## src/rtl/prog_ctr_ras.sv

```systemverilog
// Program counter with relative branch, absolute jump, sticky halt, saturating cycle counter
// and an optional call/return stack enabled by the PROG_CTR_RAS_EN macro.
module prog_ctr_ras #(
  parameter int unsigned AW        = 10,
  parameter int unsigned OW        = 6,
  parameter int unsigned SD        = 4,
  parameter int unsigned RESET_VEC = 0,
  parameter int unsigned CW        = 16
) (
  input  logic                     CLK,
  input  logic                     start,
  input  logic                     stall,
  input  logic                     jump_en,
  input  logic                     branch_en,
  input  logic                     call_en,
  input  logic                     ret_en,
  input  logic                     halt_req,
  input  logic [AW-1:0]            destination,
  input  logic [OW-1:0]            offset,
  output logic [AW-1:0]            PC,
  output logic                     halt,
  output logic                     stk_ovf,
  output logic                     stk_unf,
  output logic [$clog2(SD+1)-1:0]  depth,
  output logic [CW-1:0]            cycle_ct
);

  localparam int unsigned DW = $clog2(SD + 1);

  logic [AW-1:0] r_pc;
  logic [AW-1:0] w_pc_nxt;
  logic          r_halt;
  logic          w_halt_nxt;
  logic [CW-1:0] r_ct;
  logic [CW-1:0] w_ct_nxt;
  logic [AW-1:0] w_pc_inc;
  logic [AW-1:0] w_pc_br;

  assign w_pc_inc = r_pc + AW'(1);
  assign w_pc_br  = r_pc + AW'($signed(offset));

  // Counts every edge while running, saturating at all-ones.
  assign w_ct_nxt = (r_halt || (&r_ct)) ? r_ct : r_ct + CW'(1);

`ifdef PROG_CTR_RAS_EN
  localparam int unsigned IW = (SD > 1) ? $clog2(SD) : 1;

  logic [AW-1:0] r_stack [SD];
  logic [DW-1:0] r_depth;
  logic [DW-1:0] w_depth_nxt;
  logic          r_ovf;
  logic          w_ovf_nxt;
  logic          r_unf;
  logic          w_unf_nxt;
  logic          w_push;
  logic [IW-1:0] w_push_idx;
  logic [IW-1:0] w_top_idx;

  assign w_push_idx = IW'(r_depth);
  assign w_top_idx  = IW'(r_depth - DW'(1));

  // Next-state selection in strobe priority order.
  always_comb begin
    w_pc_nxt    = r_pc;
    w_halt_nxt  = r_halt;
    w_depth_nxt = r_depth;
    w_ovf_nxt   = r_ovf;
    w_unf_nxt   = r_unf;
    w_push      = 1'b0;
    if (r_halt) begin
      w_pc_nxt = r_pc;
    end else if (halt_req) begin
      w_halt_nxt = 1'b1;
    end else if (stall) begin
      w_pc_nxt = r_pc;
    end else if (ret_en) begin
      if (r_depth != DW'(0)) begin
        w_pc_nxt    = r_stack[w_top_idx];
        w_depth_nxt = r_depth - DW'(1);
      end else begin
        w_unf_nxt  = 1'b1;
        w_halt_nxt = 1'b1;
      end
    end else if (call_en) begin
      if (r_depth != DW'(SD)) begin
        w_push      = 1'b1;
        w_depth_nxt = r_depth + DW'(1);
        w_pc_nxt    = destination;
      end else begin
        w_ovf_nxt  = 1'b1;
        w_halt_nxt = 1'b1;
      end
    end else if (jump_en) begin
      w_pc_nxt = destination;
    end else if (branch_en) begin
      w_pc_nxt = w_pc_br;
    end else begin
      w_pc_nxt = w_pc_inc;
    end
  end

  always_ff @(posedge CLK or posedge start) begin
    if (start) begin
      r_pc    <= AW'(RESET_VEC);
      r_halt  <= 1'b0;
      r_ct    <= '0;
      r_depth <= '0;
      r_ovf   <= 1'b0;
      r_unf   <= 1'b0;
    end else begin
      r_pc    <= w_pc_nxt;
      r_halt  <= w_halt_nxt;
      r_ct    <= w_ct_nxt;
      r_depth <= w_depth_nxt;
      r_ovf   <= w_ovf_nxt;
      r_unf   <= w_unf_nxt;
    end
  end

  // Stack contents need no reset; depth alone tracks validity.
  always_ff @(posedge CLK) begin
    if (w_push) begin
      r_stack[w_push_idx] <= w_pc_inc;
    end
  end

  assign stk_ovf = r_ovf;
  assign stk_unf = r_unf;
  assign depth   = r_depth;
`else
  logic w_unused;

  assign w_unused = ret_en;

  // Next-state selection; call behaves as a jump when no stack is built.
  always_comb begin
    w_pc_nxt   = r_pc;
    w_halt_nxt = r_halt;
    if (r_halt) begin
      w_pc_nxt = r_pc;
    end else if (halt_req) begin
      w_halt_nxt = 1'b1;
    end else if (stall) begin
      w_pc_nxt = r_pc;
    end else if (call_en || jump_en) begin
      w_pc_nxt = destination;
    end else if (branch_en) begin
      w_pc_nxt = w_pc_br;
    end else begin
      w_pc_nxt = w_pc_inc;
    end
  end

  always_ff @(posedge CLK or posedge start) begin
    if (start) begin
      r_pc   <= AW'(RESET_VEC);
      r_halt <= 1'b0;
      r_ct   <= '0;
    end else begin
      r_pc   <= w_pc_nxt;
      r_halt <= w_halt_nxt;
      r_ct   <= w_ct_nxt;
    end
  end

  assign stk_ovf = 1'b0;
  assign stk_unf = 1'b0;
  assign depth   = DW'(0);
`endif

  assign PC       = r_pc;
  assign halt     = r_halt;
  assign cycle_ct = r_ct;

endmodule

```

## config.mk

```make
export PLATFORM = sky130hd
export DESIGN_NAME = prog_ctr_ras
export DESIGN_NICKNAME = d
export VERILOG_FILES = /design/src/rtl/prog_ctr_ras.sv
export SDC_FILE = /design/constraint.sdc
export NUM_CORES = 1
export LEC_CHECK = 0
export ABC_AREA = 0
export BUFFER_PORTS_ARGS = -buffer_cell sky130_fd_sc_hd__buf_2
export CAP_MARGIN = 30
export CORE_UTILIZATION = 40
export DETAILED_ROUTE_END_ITERATION = 8
export PLACE_DENSITY = 0.66
export SLEW_MARGIN = 20
export SYNTH_ARGS = -nofsm -noshare
export SYNTH_HDL_FRONTEND = slang
export SYNTH_SLANG_ARGS = --single-unit
export TNS_END_PERCENT = 1
```

## constraint.sdc

```tcl
create_clock -name CLK -period 3.15 [get_ports CLK]
set_clock_uncertainty 0.15 [all_clocks]
set_input_delay 0.945 -clock CLK [delete_from_list [all_inputs] [get_ports CLK]]
set_output_delay 0.945 -clock CLK [all_outputs]
set_load 0.05 [all_outputs]
```

==> results by group, run 1 <==
Synthesis
  – Yosys cell types: 43
  – Async S/R FF share, synth: 1.00
  – Part of the Yosys area used for sequential elements: 0.401
  – EDFF count, synth: 0
  – Leading register cell type out of synthesis: dfrtp_1
  – Post-Syn Instances: 180
  – Post-Syn Area: 0.00169 mm^2
  – Synthesized flop and latch total: 27
  – Avg Inst Size Synth: 9.37 um^2
  – Yosys warns: 0

Setup path
  – Crit-path max cell delay: 0.34 ns
  – Critical Path RT: 3.15 ns
  – Crit path kind: in2reg
  – R2R Path Start: PC[0]
  – Crit path max-delay cell type: ha_1
  – Crit-path max FO: 6
  – Reg2Reg Setup Slack: 0.86 ns
  – Worst r2r path cells: 7
  – Critical R2R Capture: PC[6]
  – CP Launch Type: input pin
  – Crit. End Element: register
  – Setup crit start: branch_en
  – Worst setup path endpoint: PC[9]
  – Critical-path cell list: buf_2 > buf_4 > and2_1 > ha_1 > a21o_1 > a21oi_1 > a221o_1 > o21a_1 > o211ai_1
  – Crit path DAT: 2.75 ns

Power and ir drop
  – Flop pwr share: 0.487
  – Clock power share: 0.260
  – Comb pwr share: 0.253
  – Leakage Power: 1.04 nW
  – Sw Ratio: 0.334
  – Internal: 0.517 mW
  – Max VDD drop: 0.220 mV
  – Sw Pwr: 0.259 mW
  – PwrDens: 378 mW/mm^2

Global route
  – Initial antenna violation count: 0
  – Overflow after GRT: 0
  – Vias in the first global route: 1,297
  – Largest net degree at the start of global routing: 28
  – Global-route wire length before repair: 5.87 mm
  – GRT Util Overall: 0.174

Clocking
  – Num CTS Buffers: 3
  – Clock buffer depth: 2
  – Post-CTS setup buffers: 0
  – H-tree levels: 1
  – Clk sinks: 27
  – Root Driver: clkbuf_8
  – Hold Buf Count CTS: 0
  – Clk_lat worst skew: 0.27 ns
  – CTS resizes: 0
  – TritonCTS clock tree: done
  – Clk slew on worst S/H paths: 0.10 ns

Floorplanning
  – Initial Util: 0.419
  – Die outline height: 66.9 um
  – Core area: 0.00403 mm^2
  – Site row count: 23
  – Die area: 0.00448 mm^2
  – Ports: 56
  – Die W: 66.9 um

Drt
  – Final wirelength: 3.61 mm
  – Via/cell ratio: 5.23
  – Via count: 1,485
  – DRC errors left: 0
  – Routed Antenna Nets: 0
  – WL per Instance: 12.7 um
  – Number of DRC markers in iteration 0: 78
  – DR pass1 iterations: 4

STA
  – RSZ-0062 raised after global routing: false
  – Final setup viols: 0
  – Max frequency: 364 MHz
  – Tmin final: 2.75 ns
  – Worst hold slack: 0.350 ns
  – Final-report hold violation count: 0
  – Pins Over Slew Limit: 0
  – Part of the cycle the worst path needs: 0.873
  – Setup TNS: 0 ns

Layout
  – Post-layout net count: 266
  – Share of post-route cells with drive strength above 1: 0.291
  – Antenna diodes: 0
  – Final core utilization: 0.509
  – P&R area growth vs syn: 21.6%

Min path
  – Hold Crit Class: reg2reg

Run status
  – Status: completed

Placed design
  – Final HPWL DP: 2.70 mm
  – RePlAce Congestion: 0.761
  – Number of port buffers: 49

Run
  – Max Cap Viol: 0
==> final cells by class <==
cell class                      count  area, um^2
Multi-Input combinational cell    145         962
Sequential cell                    27         676
Clock buffer                        3        41.3
Inverter                            3        11.3
Tap cell                           50        62.6
Timing Repair Buffer               55         290
Fill cell                         386        1980
Clock inverter                      1        7.51
==> sequential cells by signal, summed over array words and instances, names as in the netlist <==
register  cells
PC           10
cycle_ct     16
halt          1
==> cell usage after synthesis (all sizes together), types with 2 or more instances <==
library cell,number,area (um^2)
a21o,3,22.5
a21oi,14,70.1
a2bb2oi,2,17.5
a31oi,3,18.8
and2,5,31.3
and3,5,31.3
buf,5,37.5
clkbuf,4,15.0
dfrtp,27,676
ha,6,75.1
inv,3,11.3
mux2,2,26.3
mux2i,2,20.0
nand2,15,56.3
nand2b,3,18.8
nand3,9,45.0
nand3b,2,15.0
nand4,5,46.3
nor2,16,62.6
nor3,4,20.0
o2111ai,2,17.5
o211ai,4,30.0
o21a,2,15.0
o21ai,4,20.0
or2,3,18.8
or3,4,25.0
xnor2,8,70.1
xor2,6,52.6
==> worst min path at each step <==
stage                     slack (ns)  depth (start not counted)         from     endpoint
after floorplan                 0.62                          2        PC[2]        PC[2]
after global placement          0.32                          1  cycle_ct[5]  cycle_ct[5]
after detailed placement        0.34                          1  cycle_ct[5]  cycle_ct[5]
after CTS                       0.35                          1  cycle_ct[5]  cycle_ct[5]
after global routing            0.38                          1  cycle_ct[5]  cycle_ct[5]
final                           0.35                          1  cycle_ct[5]  cycle_ct[5]
==> stage by stage <==
stage	setup slack [ns]	power, mW	cells	instance area, um^2
after floorplan	0.340	0.533	184	1700
after global placement	0.144	0.579	280	2000
after detailed placement	0.125	0.581	280	2000
after CTS	0.419	0.789	284	2050
after global routing	0.232	0.820	284	2050
final	0.399	0.776	284	2050
==> routing by layer <==
metal  vias to the layer above  global-route usage  wire (um)
met5                         -                   0          0
met4                         0              0.0319         17
met2                        41               0.282       1700
li1                        744                   -          -
met3                         2              0.0377        157
met1                       698               0.236       1730
==> critical path: cells and delay by family <==
family / cells / cell delay [ns]
buffers and inverters: 2 / 0.27
and+or+nand+nor: 1 / 0.13
adders and majority gates: 1 / 0.34
AOI/OAI and AO/OA: 5 / 1.06
==> power groups by stage <==
stage / sequential (mW) / combinational (mW) / clock, mW
after floorplan: 0.434 / 0.0997 / 0
after global placement: 0.384 / 0.195 / 0
after detailed placement: 0.384 / 0.197 / 0
after CTS: 0.378 / 0.198 / 0.214
after global routing: 0.381 / 0.214 / 0.225
final: 0.378 / 0.197 / 0.202
==> cells in the final DEF, fill, tap and decap left out, drive strengths merged, types with 2 or more instances in the layout <==
cell type / instances
o2111ai: 2
nand3: 9
xnor2: 8
nand3b: 2
nor3: 4
inv: 3
o21a: 2
a2bb2oi: 2
o211ai: 4
a31oi: 3
nand2: 15
o21ai: 4
dfrtp: 27
buf: 55
or3: 4
mux2: 2
nand4: 5
a21oi: 14
ha: 6
clkbuf: 3
and2: 5
nand2b: 3
nor2: 16
mux2i: 2
xor2: 6
and3: 5
a21o: 3
conb: 5
or2: 3
==> cells by family (layout without fill, tap and decap cells) <==
kind of cell	Yosys count	count (layout)	share of synthesized area
buffers and inverters	12	62	0.0378
AO/OA/AOI/OAI	39	39	0.149
XOR/XNOR	14	14	0.0727
flip-flops	27	27	0.401
adder cells (fa/ha/maj)	7	7	0.0564
other	1	5	0.00222
AND/OR/NAND/NOR	76	76	0.254
multiplexers	4	4	0.0274
(Power assumes the default switching activity.)
==> run 2, diff against run 1 <==
--- a/config.mk
+++ b/config.mk
@@ -6,11 +6,10 @@
 export NUM_CORES = 1
 export LEC_CHECK = 0
 export ABC_AREA = 0
-export BUFFER_PORTS_ARGS = -buffer_cell sky130_fd_sc_hd__buf_2
 export CAP_MARGIN = 30
 export CORE_UTILIZATION = 40
 export DETAILED_ROUTE_END_ITERATION = 8
-export PLACE_DENSITY = 0.66
+export DONT_BUFFER_PORTS = 1
 export SLEW_MARGIN = 20
 export SYNTH_ARGS = -nofsm -noshare
 export SYNTH_HDL_FRONTEND = slang
==> constraint.sdc (replaced) <==
create_clock -name CLK -period 3.1 [get_ports CLK]
set_clock_uncertainty 0.15 [all_clocks]
set_input_delay 0.93 -clock CLK [delete_from_list [all_inputs] [get_ports CLK]]
set_output_delay 0.93 -clock CLK [all_outputs]
set_load 0.05 [all_outputs]
==> run 2 against run 1 <==
Compared with the run above: clock-buffer cell count is the same; global-route usage rose by 0.27 points; combinational power is 43% lower; setup slack better by 0.036 ns; register-to-register slack worse by 0.37 ns; largest cell class unchanged; design area is 12% lower; total power shrank 1.4%; sequential power rose by 16%; critical path type unchanged; via count shrank 13%; sequential cell count stayed put.
==> results by group, run 2 (synthesis results as in run 1) <==
Layout
  – P&R area growth vs syn: 6.60%
  – Cell area after layout: 0.00180 mm^2
  – Post-layout net count: 216
  – Share of post-route cells with drive strength above 1: 0.0978
  – Commonest non-fill, non-tap cells in the layout: 27 x dfrtp_1, 15 x nor2_1, 15 x nand2_1
  – Commonest non-fill, non-tap cell in the layout: dfrtp_1
  – Final core utilization: 0.446
  – Number of flip-flops in the largest register: 16
  – Antenna diodes: 0

Placed design
  – Placed Area: 0.00175 mm^2
  – Number of port buffers: 0
  – Final HPWL DP: 2.72 mm
  – RePlAce Congestion: 0.807

Clocking
  – Post-CTS setup buffers: 0
  – Clk_lat worst skew: 0.27 ns
  – TritonCTS clock tree: done
  – Hold Buf Count CTS: 0
  – Clk slew on worst S/H paths: 0.10 ns
  – H-tree levels: 1
  – Clk sinks: 27
  – Num CTS Buffers: 3
  – Clock buffer depth: 2
  – CTS resizes: 0
  – Root Driver: clkbuf_8

Floorplanning
  – Die W: 66.9 um
  – Site row count: 23
  – Die outline height: 66.9 um
  – Ports: 56
  – Core area: 0.00403 mm^2
  – Die area: 0.00448 mm^2
  – Initial Util: 0.419

Setup path
  – Reg2Reg Setup Slack: 0.49 ns
  – Worst setup path endpoint: PC[6]
  – Critical Path RT: 3.12 ns
  – Worst r2r path cells: 7
  – Crit. End Element: register
  – R2R Path Start: PC[0]
  – Crit-path max FO: 3
  – CP Launch Type: input pin
  – Crit path DAT: 2.69 ns
  – Critical R2R Capture: PC[6]
  – Setup crit start: offset[0]
  – Crit path kind: in2reg

Run status
  – Status: completed

Drt
  – Routed Antenna Nets: 0
  – DR pass1 iterations: 4
  – Number of DRC markers in iteration 0: 42
  – Final wirelength: 3.63 mm
  – Via count: 1,292
  – WL per Instance: 15.5 um
  – Via/cell ratio: 5.52
  – DRC errors left: 0

Power and ir drop
  – Leakage Power: 0.826 nW
  – PwrDens: 425 mW/mm^2
  – Design Power: 0.765 mW
  – Max VDD drop: 0.183 mV

Global route
  – Initial antenna violation count: 0
  – Global-route wire length before repair: 5.91 mm
  – Largest net degree at the start of global routing: 28
  – Vias in the first global route: 1,274
  – Overflow after GRT: 0
  – GRT Util Overall: 0.176

Run
  – Max Cap Viol: 0

STA
  – Final setup viols: 0
  – Tmin final: 2.67 ns
  – Setup TNS: 0 ns
  – Worst-Margin Slew: 0.649 ns
  – Slew headroom: 0.567
  – Max frequency: 375 MHz
  – Pins Over Slew Limit: 0
  – Final-report hold violation count: 0
  – RSZ-0062 raised after global routing: false
  – Part of the cycle the worst path needs: 0.860

Min path
  – Hold Crit Class: in2async
==> run 2: cell types whose count changed in the layout (fill, tap and decap cells not counted), sizes merged <==
| cell | delta |
|---|---|
| buf | -50 |
==> run 2: cell type report <==
cell class                 instances  area (um^2)
clock buffer                       3         41.3
inverter                           3         11.3
fill                             381         2230
tap                               50         62.6
multi-input combinational        145          962
timing repair buffer               5         37.5
clock inverter                     1         7.51
sequential                        27          676
==> run 2: power by group <==
part           switching (mW)  internal [mW]
clock                   0.122         0.0914
sequential             0.0733          0.365
combinational          0.0674         0.0455
total                   0.263          0.502
==> run 2: metrics by stage <==
step / hold slack [ns] / cells / worst slack, ns
3_5_place_dp: 0.509 / 230 / 0.144
3_3_place_gp: 0.505 / 230 / 0.164
4_1_cts: 0.460 / 234 / 0.442
5_1_grt: 0.462 / 234 / 0.293
6_report: 0.449 / 234 / 0.435
2_1_floorplan: 0.622 / 184 / 0.305
==> run 2: how the worst min path moves through the flow <==
stage                  from           end  slack [ns]  cells after the start
4_1_cts               start         PC[9]        0.46                      2
5_1_grt               start          halt        0.46                      2
6_report              start          halt        0.45                      2
3_5_place_dp   cycle_ct[12]  cycle_ct[12]        0.51                      2
3_3_place_gp   cycle_ct[12]  cycle_ct[12]        0.50                      2
2_1_floorplan         PC[2]         PC[2]        0.62                      2
==> run 2: routing by layer <==
metal	GRT usage	share of wire	routed length, um
met1	0.225	0.47	1710
met2	0.289	0.47	1710
met3	0.0411	0.050	183
met4	0.0585	0.0069	25
met5	0	0	0
==> run 2: worst max-delay path: stages <==
cell       delay, ns
nand2b_1        0.12
ha_1            0.21
fa_1            0.42
a211oi_1        0.34
o21bai_1        0.19
mux2i_1         0.24
a21oi_1         0.10
a2bb2oi_1       0.14
==> run 3, diff against run 2 <==
--- a/config.mk
+++ b/config.mk
@@ -5,7 +5,7 @@
 export SDC_FILE = /design/constraint.sdc
 export NUM_CORES = 1
 export LEC_CHECK = 0
-export ABC_AREA = 0
+export ABC_AREA = 1
 export CAP_MARGIN = 30
 export CORE_UTILIZATION = 40
 export DETAILED_ROUTE_END_ITERATION = 8
==> run 3 against run 2 <==
Compared with the run above: sequential share of layout area decreased by 5.3 points; synthesized cell count up 54%; core utilization decreased by 0.57 points; setup slack improved by 0.43 ns; routed wire length up 23%; sequential cell count did not move; clock power about the same.
==> results by group, run 3 <==
Run status
  – Status: completed

Drt
  – Final wirelength: 4.47 mm
  – Number of DRC markers in iteration 0: 82
  – Via/cell ratio: 4.80
  – DRC errors left: 0
  – Routed Antenna Nets: 0
  – WL per Instance: 12.8 um
  – Via count: 1,681
  – DR pass1 iterations: 4

Setup path
  – Crit path max-delay cell type: dfrtp_1
  – Crit-path max cell delay: 0.59 ns
  – Critical Path RT: 3.13 ns
  – Crit-path leading delay family: adder cells
  – Critical Path Stages: 10
  – Worst r2r path cells: 10
  – R2R Path Start: PC[0]
  – Crit-path max FO: 4
  – Crit. End Element: register
  – Buf/Inv on CP: 0
  – Critical-path cell list: ha_1 > fa_1 > nand3_1 > nand2_1 > nand3_1 > nand3_1 > nand2_1 > nand3_1 > nand2_1 > nand2_1
  – Crit path DAT: 2.27 ns
  – Crit path kind: reg2reg
  – Setup crit start: PC[0]
  – CP Launch Type: register

Layout
  – Seq. cell area: 676 um^2
  – Multi-input logic area: 0.00111 mm^2
  – Number of flip-flops in the largest register: 16
  – Fin cells: 350
  – Post-layout net count: 315
  – P&R area growth vs syn: 5.95%
  – Filler cells: 505
  – Share of post-route cells with drive strength above 1: 0.113
  – Commonest non-fill, non-tap cell in the layout: nand2_1
  – Antenna diodes: 0
  – Commonest non-fill, non-tap cells in the layout: 80 x nand2_1, 29 x inv_1, 28 x nor2_1

STA
  – Final worst setup slack: 0.863 ns
  – Pins Over Slew Limit: 0
  – Slew headroom: 0.585
  – Worst-Margin Slew: 0.622 ns
  – Part of the cycle the worst path needs: 0.722
  – Max frequency: 447 MHz
  – Final-report hold violation count: 0
  – Tmin final: 2.24 ns
  – Final setup viols: 0
  – Setup TNS: 0 ns
  – RSZ-0062 raised after global routing: false

Clocking
  – Clock buffer depth: 2
  – H-tree levels: 1
  – Hold Buf Count CTS: 0
  – Root Driver: clkbuf_8
  – Num CTS Buffers: 3
  – Post-CTS setup buffers: 0
  – Clk slew on worst S/H paths: 0.10 ns
  – CTS resizes: 0
  – Clk_lat worst skew: 0.28 ns
  – Clk sinks: 27
  – TritonCTS clock tree: done

Global route
  – Vias in the first global route: 1,490
  – Global-route wire length before repair: 7.19 mm
  – Largest net degree at the start of global routing: 28
  – Initial antenna violation count: 0
  – Overflow after GRT: 0
  – GRT Util Overall: 0.177

Synthesis
  – Area leader, netlist: dfrtp_1
  – Async S/R FF share, synth: 1.00
  – Post-Syn Area: 0.00198 mm^2
  – Part of the Yosys area used for sequential elements: 0.342
  – Yosys cell types: 35
  – Leading register cell type out of synthesis: dfrtp_1
  – Top cells by area, synth: dfrtp_1 34%, nand2_1 15%, nand3_1 6.1%, inv_1 5.5%, nor2_1 5.3%
  – Synthesized flop and latch total: 27
  – Post-synth top area share: 0.342
  – Post-synth top cells: 80 x nand2_1, 29 x inv_1, 28 x nor2_1
  – Yosys warns: 0
  – Cell with the most instances after synthesis: nand2_1
  – EDFF count, synth: 0
  – Avg Inst Size Synth: 7.11 um^2
  – Post-Syn Instances: 278

Floorplanning
  – Die W: 72.3 um
  – Die area: 0.00523 mm^2
  – Die outline height: 72.3 um
  – Initial Util: 0.416
  – Ports: 56
  – Core area: 0.00475 mm^2
  – Site row count: 25

Power and ir drop
  – Leakage Power: 1.02 nW
  – PwrDens: 396 mW/mm^2
  – Max VDD drop: 0.174 mV
  – Clock power share: 0.257
  – Internal: 0.517 mW
  – Sw Pwr: 0.312 mW
  – Comb pwr share: 0.208
  – Flop pwr share: 0.536
  – Sw Ratio: 0.376

Placed design
  – RePlAce Congestion: 0.883
  – Cells after DPL: 346
  – Worst slack, placed: 0.564 ns
  – Final HPWL DP: 3.33 mm
  – Number of port buffers: 0

Min path
  – Hold Crit Class: in2async

Run
  – Max Cap Viol: 0
==> run 3: changes by cell type in the layout (fill, tap and decap cells not counted), moves of 6 or more <==
cell     before  now
nand2_1      15   80
nor2_1       15   28
o21ai_0       4   16
a21oi_1      14    8
inv_1         3   29
nand3_1       9   24
==> run 3: kinds of logic (layout without fill, tap and decap cells) <==
group / Yosys count / count (layout) / synth area share
xor+xnor: 13 / 13 / 0.0576
fa+ha+maj: 7 / 7 / 0.0481
compound gates: 32 / 32 / 0.0918
simple gates: 155 / 155 / 0.354
other cells: 1 / 5 / 0.00190
flops: 27 / 27 / 0.342
buf+inv: 43 / 44 / 0.104
==> run 3: final cells by class <==
cell class,count,share of cell area
clock buffer,3,0.0197
inverter,33,0.0603
clock inverter,1,0.00239
timing repair buffer,7,0.0251
tap,67,0.0400
sequential,27,0.323
multi-input combinational,212,0.530
==> run 3: final timing paths <==
| path | end | slack, ns |
|---|---|---|
| max | PC[8] | 0.86 |
| min | cycle_ct[2] | 0.45 |
| max reg2reg | PC[8] | 0.86 |
| min reg2reg | cycle_ct[4] | 0.46 |
| max in group asynchronous | cycle_ct[10] | 2.08 |
| min in group CLK | cycle_ct[4] | 0.46 |
==> run 3: routing by layer <==
layer	track usage	vias up	wire [um]
li1	-	882	-
met1	0.275	759	2330
met2	0.247	38	1890
met3	0.0375	2	239
met4	0.0392	0	14
met5	0	-	0
==> run 3: power groups by stage <==
stage | Sequential [mW] | Combinational [mW] | Clock, mW
after detailed placement | 0.452 | 0.172 | 0
after CTS | 0.445 | 0.173 | 0.224
after global placement | 0.452 | 0.171 | 0
after global routing | 0.448 | 0.196 | 0.231
final | 0.445 | 0.172 | 0.213
after floorplan | 0.466 | 0.131 | 0
==> run 3: through the flow <==
step / hold WS [ns] / utilization / power, mW / area [um^2]
global route: 0.479 / 0.441 / 0.875 / 2090
global placement: 0.429 / 0.431 / 0.623 / 2050
detailed placement: 0.430 / 0.431 / 0.625 / 2050
CTS: 0.454 / 0.441 / 0.842 / 2090
finish: 0.452 / 0.441 / 0.830 / 2090
floorplan: 0.626 / - / 0.596 / 1990
